--- src/rtl/ssd_pkg.sv ---
// Shared types, constants and hex-to-segment decode for the seven-segment scanner.
package ssd_pkg;

    localparam int unsigned SEG_W = 7;

    // Active-high "all segments off"; the top flips polarity when needed
    localparam logic [SEG_W-1:0] SSD_OFF = 7'h00;

    typedef enum logic {ST_BLANK, ST_DRIVE} t_scan_state;

    // Segment order {g,f,e,d,c,b,a}, active-high
    function automatic logic [SEG_W-1:0] hex_to_ssd(input logic [3:0] i_nib);
        logic [SEG_W-1:0] r_seg;
        case (i_nib)
            4'h0: r_seg = 7'h3F;
            4'h1: r_seg = 7'h06;
            4'h2: r_seg = 7'h5B;
            4'h3: r_seg = 7'h4F;
            4'h4: r_seg = 7'h66;
            4'h5: r_seg = 7'h6D;
            4'h6: r_seg = 7'h7D;
            4'h7: r_seg = 7'h07;
            4'h8: r_seg = 7'h7F;
            4'h9: r_seg = 7'h67;
            4'hA: r_seg = 7'h77;
            4'hB: r_seg = 7'h7C;
            4'hC: r_seg = 7'h39;
            4'hD: r_seg = 7'h5E;
            4'hE: r_seg = 7'h79;
            4'hF: r_seg = 7'h71;
        endcase
        return r_seg;
    endfunction

endpackage

--- src/rtl/ssd_slot_timer.sv ---
// Free-running slot counter; strobes the last blank cycle and the last slot cycle.
module ssd_slot_timer #(
    parameter int unsigned PAR_SLOT_CYCLES  = 100000,
    parameter int unsigned PAR_BLANK_CYCLES = 400
) (
    input  logic i_clk_20mhz,
    input  logic i_rst_20mhz,
    output logic o_blank_end_c,
    output logic o_slot_end_c
);

    localparam int unsigned CNT_W = (PAR_SLOT_CYCLES > 1) ? $clog2(PAR_SLOT_CYCLES) : 1;

    logic [CNT_W-1:0] r_cnt;

    always_ff @(posedge i_clk_20mhz) begin
        if (i_rst_20mhz) begin
            r_cnt <= '0;
        end else if (o_slot_end_c) begin
            r_cnt <= '0;
        end else begin
            r_cnt <= r_cnt + CNT_W'(1);
        end
    end

    assign o_slot_end_c  = (r_cnt == CNT_W'(PAR_SLOT_CYCLES - 1));
    assign o_blank_end_c = (r_cnt == CNT_W'(PAR_BLANK_CYCLES - 1));

endmodule

--- src/rtl/multi_digit_ssd_scanner.sv ---
// N-digit hex seven-segment scanner with dead-time blanking, double-buffered
// input word, per-digit enables, decimal points and leading-zero suppression.
module multi_digit_ssd_scanner
    import ssd_pkg::*;
#(
    parameter int unsigned PAR_DIGITS       = 4,
    parameter int unsigned PAR_SLOT_CYCLES  = 100000,
    parameter int unsigned PAR_BLANK_CYCLES = 400,
    parameter bit          PAR_SEG_ACT_LOW  = 1'b0
) (
    input  logic                    i_clk_20mhz,
    input  logic                    i_rst_20mhz,
    input  logic [4*PAR_DIGITS-1:0] i_value,
    input  logic [PAR_DIGITS-1:0]   i_dp,
    input  logic [PAR_DIGITS-1:0]   i_digit_en,
    input  logic                    i_lz_suppress,
    input  logic                    i_load,
    output logic [SEG_W-1:0]        o_seg,
    output logic                    o_dp,
    output logic [PAR_DIGITS-1:0]   o_sel,
    output logic                    o_frame_done
);

    localparam int unsigned VAL_W = 4 * PAR_DIGITS;
    localparam int unsigned IDX_W = (PAR_DIGITS > 1) ? $clog2(PAR_DIGITS) : 1;
    localparam logic [SEG_W-1:0] SEG_POL = {SEG_W{PAR_SEG_ACT_LOW}};

    if (PAR_BLANK_CYCLES == 0 || PAR_BLANK_CYCLES >= PAR_SLOT_CYCLES ||
        PAR_DIGITS < 2 || PAR_DIGITS > 8) begin : g_bad_param
        $error("multi_digit_ssd_scanner: illegal PAR_DIGITS/PAR_BLANK_CYCLES/PAR_SLOT_CYCLES");
    end

    logic                 w_blank_end;
    logic                 w_slot_end;
    t_scan_state          r_state;
    t_scan_state          w_state_nxt;
    logic [IDX_W-1:0]     r_idx;
    logic [IDX_W-1:0]     w_idx_nxt;
    logic                 w_frame_c;

    // Enables are held as a disable mask so the all-zero reset shows every digit
    logic [VAL_W-1:0]      r_sh_val;
    logic [PAR_DIGITS-1:0] r_sh_dp;
    logic [PAR_DIGITS-1:0] r_sh_dis;
    logic                  r_sh_lz;
    logic [VAL_W-1:0]      r_ac_val;
    logic [PAR_DIGITS-1:0] r_ac_dp;
    logic [PAR_DIGITS-1:0] r_ac_dis;
    logic                  r_ac_lz;

    logic [PAR_DIGITS-1:0] w_lz_dark;
    logic                  w_zero_run;
    logic [3:0]            w_nib;
    logic                  w_dark;
    logic [PAR_DIGITS-1:0] w_sel_nxt;
    logic [SEG_W-1:0]      w_seg_nxt;
    logic                  w_dp_nxt;

    logic [SEG_W-1:0]      r_seg;
    logic                  r_dp;
    logic [PAR_DIGITS-1:0] r_sel;
    logic                  r_frame_done;

    ssd_slot_timer #(
        .PAR_SLOT_CYCLES  (PAR_SLOT_CYCLES),
        .PAR_BLANK_CYCLES (PAR_BLANK_CYCLES)
    ) u_timer (
        .i_clk_20mhz   (i_clk_20mhz),
        .i_rst_20mhz   (i_rst_20mhz),
        .o_blank_end_c (w_blank_end),
        .o_slot_end_c  (w_slot_end)
    );

    // A digit is a leading zero when it and every digit above it are zero
    always_comb begin
        w_lz_dark  = '0;
        w_zero_run = 1'b1;
        for (int k = PAR_DIGITS - 1; k >= 0; k--) begin
            w_zero_run   = w_zero_run && (r_ac_val[4*k +: 4] == 4'h0);
            w_lz_dark[k] = r_ac_lz && w_zero_run && (k != 0);
        end
    end

    always_comb begin
        w_state_nxt = r_state;
        w_idx_nxt   = r_idx;
        w_frame_c   = 1'b0;
        w_sel_nxt   = '0;
        w_seg_nxt   = SSD_OFF;
        w_dp_nxt    = 1'b0;
        w_nib       = 4'(r_ac_val >> {r_idx, 2'b00});
        w_dark      = r_ac_dis[r_idx] || w_lz_dark[r_idx];

        case (r_state)
            ST_BLANK: begin
                if (w_blank_end) begin
                    w_state_nxt = ST_DRIVE;
                end
            end
            ST_DRIVE: begin
                if (w_slot_end) begin
                    w_state_nxt = ST_BLANK;
                    if (r_idx == IDX_W'(PAR_DIGITS - 1)) begin
                        w_idx_nxt = '0;
                        w_frame_c = 1'b1;
                    end else begin
                        w_idx_nxt = r_idx + IDX_W'(1);
                    end
                end
            end
            default: w_state_nxt = ST_BLANK;
        endcase

        // Outputs follow the next state so select and segments switch together
        if (w_state_nxt == ST_DRIVE) begin
            w_sel_nxt = PAR_DIGITS'(1) << r_idx;
            if (!w_dark) begin
                w_seg_nxt = hex_to_ssd(w_nib);
                w_dp_nxt  = r_ac_dp[r_idx];
            end
        end
    end

    always_ff @(posedge i_clk_20mhz) begin
        if (i_rst_20mhz) begin
            r_state <= ST_BLANK;
            r_idx   <= '0;
        end else begin
            r_state <= w_state_nxt;
            r_idx   <= w_idx_nxt;
        end
    end

    always_ff @(posedge i_clk_20mhz) begin
        if (i_rst_20mhz) begin
            r_sh_val     <= '0;
            r_sh_dp      <= '0;
            r_sh_dis     <= '0;
            r_sh_lz      <= 1'b0;
            r_ac_val     <= '0;
            r_ac_dp      <= '0;
            r_ac_dis     <= '0;
            r_ac_lz      <= 1'b0;
            r_sel        <= '0;
            r_seg        <= SEG_POL;
            r_dp         <= PAR_SEG_ACT_LOW;
            r_frame_done <= 1'b0;
        end else begin
            if (i_load) begin
                r_sh_val <= i_value;
                r_sh_dp  <= i_dp;
                r_sh_dis <= ~i_digit_en;
                r_sh_lz  <= i_lz_suppress;
            end
            // A load on the boundary edge bypasses shadow into the new frame
            if (w_frame_c) begin
                if (i_load) begin
                    r_ac_val <= i_value;
                    r_ac_dp  <= i_dp;
                    r_ac_dis <= ~i_digit_en;
                    r_ac_lz  <= i_lz_suppress;
                end else begin
                    r_ac_val <= r_sh_val;
                    r_ac_dp  <= r_sh_dp;
                    r_ac_dis <= r_sh_dis;
                    r_ac_lz  <= r_sh_lz;
                end
            end
            r_sel        <= w_sel_nxt;
            r_seg        <= w_seg_nxt ^ SEG_POL;
            r_dp         <= w_dp_nxt ^ PAR_SEG_ACT_LOW;
            r_frame_done <= w_frame_c;
        end
    end

    assign o_seg        = r_seg;
    assign o_dp         = r_dp;
    assign o_sel        = r_sel;
    assign o_frame_done = r_frame_done;

endmodule

--- config.mk ---
export PLATFORM = sky130hd
export DESIGN_NAME = multi_digit_ssd_scanner
export DESIGN_NICKNAME = d
export VERILOG_FILES = /design/src/rtl/ssd_pkg.sv /design/src/rtl/ssd_slot_timer.sv /design/src/rtl/multi_digit_ssd_scanner.sv
export SDC_FILE = /design/constraint.sdc
export NUM_CORES = 1
export LEC_CHECK = 0
export ABC_AREA = 1
export CORE_MARGIN = 4
export CORE_UTILIZATION = 50
export CTS_BUF_LIST = sky130_fd_sc_hd__clkbuf_8
export DETAILED_ROUTE_END_ITERATION = 16
export PLACE_DENSITY = 0.78
export SYNTH_ARGS = -nofsm -noshare
export SYNTH_HDL_FRONTEND = slang
export SYNTH_SLANG_ARGS = --single-unit
export TNS_END_PERCENT = 5
--- constraint.sdc ---
create_clock -name i_clk_20mhz -period 5.45 [get_ports i_clk_20mhz]
set_input_delay 0.545 -clock i_clk_20mhz [delete_from_list [all_inputs] [get_ports i_clk_20mhz]]
set_output_delay 0.545 -clock i_clk_20mhz [all_outputs]
set_load 0.05 [all_outputs]
==> impl_metrics.tcl <==
set metrics [dict create \
    report.final.hold_viol_count 0 \
    chipWidth_um 95.7 \
    avgRoutedWirePerCell_um 11.1 \
    tritoncts "built" \
    die_height_um 95.7 \
    timing.critical_path.slowest_stage_cell "sky130_fd_sc_hd__dfxtp_1" \
    fin_worst_skew_ns 0.00751 \
    place.detailed.hpwl_mm 5.62 \
    coreArea_um2 7370 \
    post_cts.resized_instances 0 \
    timing.setup.critical_path_class "flip-flop to flip-flop" \
    grtUsageMet2_pct 29.2 \
    critical_path_cell_count 10 \
    synth-warning-count 0 \
    vias_per_cell 4.91 \
    p_sw_w 0.000265 \
    initial_utilization_pct 52.1 \
    cp_data_arrival_time_ns 2.79 \
    firstDrtPassIters 4 \
    first_global_vias 3121 \
    antenna_violations_before_repair 0 \
    cp_slowest_stage_delay_ns 0.75 \
    insertion_delay_ns 0.35 \
    drt-total-wl_mm 7.63 \
    use_met3_pct 3.79 \
    power_density_nw_per_um2 243 \
    buffers_inverters_on_critical_path 2 \
    pin_count 41 \
    slew_headroom_pct 45.9 \
    timing.critical_path.cells "inv_1, nand2_1, nand3_1, nand2_1, inv_1, ha_1, nand3_1, nand2_1, o21ai_0, nor2_1" \
    cts.clk_slew.worst_paths_ns 0.09 \
    cts_hold_buf 0 \
    rsz0062_at_grt "no" \
    globalRoute.totalOverflow 0 \
    nFillCells 670 \
    synth-edff-count 0 \
    async_set_reset_flop_share_out_of_synthesis_pct 0 \
    drt_iter0_drc 164 \
    post_cts_buffers 0 \
    post-layout-total-power_w 0.00108 \
    synth.lib_cells_used.distinct 29 \
    setup_tns_ns 0 \
    holdPathStages 1 \
    post_layout_nets 620 \
    vias 3376 \
    max_freq_mhz 392 \
    leakage_dissipation_nw 1.99 \
    final_layout_size_suffix_gt1_share_pct 7.31 \
    switching_share_pct 24.5 \
    type_of_element_capturing_the_critical_path "flip-flop" \
    slew_viol_final 0 \
    cpLargestDelayFamily "flip-flops" \
    worst_margin_slew_ns 0.811 \
    n_antenna_cell 0 \
    synthesis.instances 550 \
    type_of_the_worst_min_delay_path "flip-flop to flip-flop" \
    avgSynthCellArea_um2 6.99 \
    combinationalPowerShare_pct 6.0 \
    share_clk_of_total_power_pct 36.5 \
    cell_int_power_w 0.000819 \
    clock-sinks 83 \
    synth-seq-cells 83 \
    numCtsBuffers 9 \
    grt-busiest-layer "met2" \
    dieArea_um2 9150 \
    r2r.worst_path.cells 10 \
    share_seq_of_total_power_pct 57.5 \
    endpoints_failing_setup 0 \
    ys_dominant_reg_cell "sky130_fd_sc_hd__dfxtp_1" \
    final.min_clock_period_ns 2.55 \
    cts-htree-levels 3 \
    global_route_wire_length_before_repair_mm 13.2 \
    drc 0 \
    rows 31 \
    seq_area_frac_synth_pct 43.2 \
    largest_net_degree_at_the_start_of_global_routing 31 \
    final_min_period_over_clock_period_pct 46.8 \
    met1_usage_pct 23.5 \
    timing.max_cap.violations 0 \
    critical-path-top-cell-by-count "sky130_fd_sc_hd__nand2_1" \
    run_status "finished, final reports clean" \
    worst_setup_path_start_kind "flip-flop" \
    irDropWorstVdd_uv 147 \
    synthesis.nets 587 \
    grt_usage_pct 18.1 \
    gp_congestion 0.868 \
    syn_to_final_growth_pct 16.2 \
    cts_root_buffer "sky130_fd_sc_hd__clkbuf_8" \
    required_arrival_time_at_the_worst_endpoint_ns 5.69 \
    io_buffer_count 40 \
    worst-path-max-fanout 21 \
    ant_nets 0 \
    clock_tree_buf_depth 2 \
    syn_area_um2 3840 \
    timing.hold.ws_ns 0.468 \
]
## placed cells by master, fill, tap and decap left out, drive strengths merged, types with 3 or more instances in the layout
cell and instances:
inv 73, clkbuf 9, nand2 133, nor2 85
clkinvlp 4, or2 17, clkdlybuf4s50 40, dfxtp 83
xor2 3, nand3 48, mux2i 5, o21ai 30
ha 9, a21oi 18, nand4 15, nor3 5
nand3b 3
## through the flow
stage          cells  area [um2]  utilization (%)  worst slack (ns)
6_report         687        4460             60.6              2.90
5_1_grt          687        4460             60.6              2.62
4_1_cts          687        4460             60.6              2.90
3_5_place_dp     671        4290             58.2              2.65
3_3_place_gp     671        4290             58.2              2.72
2_1_floorplan    550        3840                -              3.69
## area by class of cell
| type | instances | area (um2) | area share, % |
|---|---|---|---|
| Clock buffer | 9 | 124 | 2.77 |
| Clock inverter | 7 | 52.6 | 1.18 |
| Inverter | 72 | 270 | 6.05 |
| Multi-Input combinational cell | 375 | 1820 | 40.7 |
| Sequential cell | 83 | 1660 | 37.2 |
| Tap cell | 99 | 124 | 2.77 |
| Timing Repair Buffer | 42 | 415 | 9.30 |
## synth_stat cells, drive strengths merged (3+ instances only)
cell type	count	share of area, %
buf	12	1.7
nand3	48	6.4
nand2	133	13
xor2	3	0.68
ha	9	2.9
inv	72	7.0
nand3b	3	0.59
or2	17	2.8
a21oi	18	2.3
nor2	85	9.1
nand4	15	2.8
nor3	5	0.65
o21ai	30	3.9
clkbuf	8	0.78
dfxtp	83	43
mux2i	5	1.3
## layer usage
metal  up-vias  routed length (um)
li1       1792                   -
met1      1498                3760
met2        76                3340
met3        10                 401
met4         0                 122
met5         -                   0
## registers in the layout, indices dropped and copies added, names as in the netlist, 2 cells and up
signal and cells:
r_sh_dp 4, o_sel 4, r_ac_val 16, r_ac_dp 4, r_ac_dis 4, r_idx 2
r_sh_dis 4, o_seg 7, u_timer.r_cnt 17, r_sh_val 16
## final timing paths
path	from	end	slack (ns)
worst min-delay path	u_timer.r_cnt[0]	u_timer.r_cnt[0]	0.47
worst min register to register	u_timer.r_cnt[0]	u_timer.r_cnt[0]	0.47
worst max register to register	r_idx[0]	o_seg[3]	2.90
worst max-delay path	r_idx[0]	o_seg[3]	2.90
## worst register-to-register path: stages, from the launching register on
cell and delay [ns]:
sky130_fd_sc_hd__dfxtp_1 0.75, sky130_fd_sc_hd__inv_1 0.38, sky130_fd_sc_hd__nand2_1 0.16, sky130_fd_sc_hd__nand3_1 0.09
sky130_fd_sc_hd__nand2_1 0.20, sky130_fd_sc_hd__inv_1 0.12, sky130_fd_sc_hd__ha_1 0.30, sky130_fd_sc_hd__nand3_1 0.09
sky130_fd_sc_hd__nand2_1 0.08, sky130_fd_sc_hd__o21ai_0 0.20, sky130_fd_sc_hd__nor2_1 0.07
## power by group through the flow
stage	registers (W)	clock network (W)	logic [W]
after floorplan	0.000637	0	0.0000387
after global placement	0.000638	0	0.0000636
after detailed placement	0.000639	0	0.0000656
after CTS	0.000624	0.000407	0.0000659
after global routing	0.000626	0.000429	0.0000735
final	0.000624	0.000395	0.0000650
## cell families (layout without fill, tap and decap cells)
group | Yosys count | in the layout | synth area share [%]
adders and majority gates | 9 | 9 | 2.93
muxes | 5 | 5 | 1.30
AOI/OAI and AO/OA | 49 | 49 | 6.45
buffers and inverters | 92 | 130 | 9.48
DFF | 83 | 83 | 43.2
and+or+nand+nor | 308 | 308 | 35.7
xor gates and xnor gates | 4 | 4 | 0.912
Power figures use the tool's default switching activity.
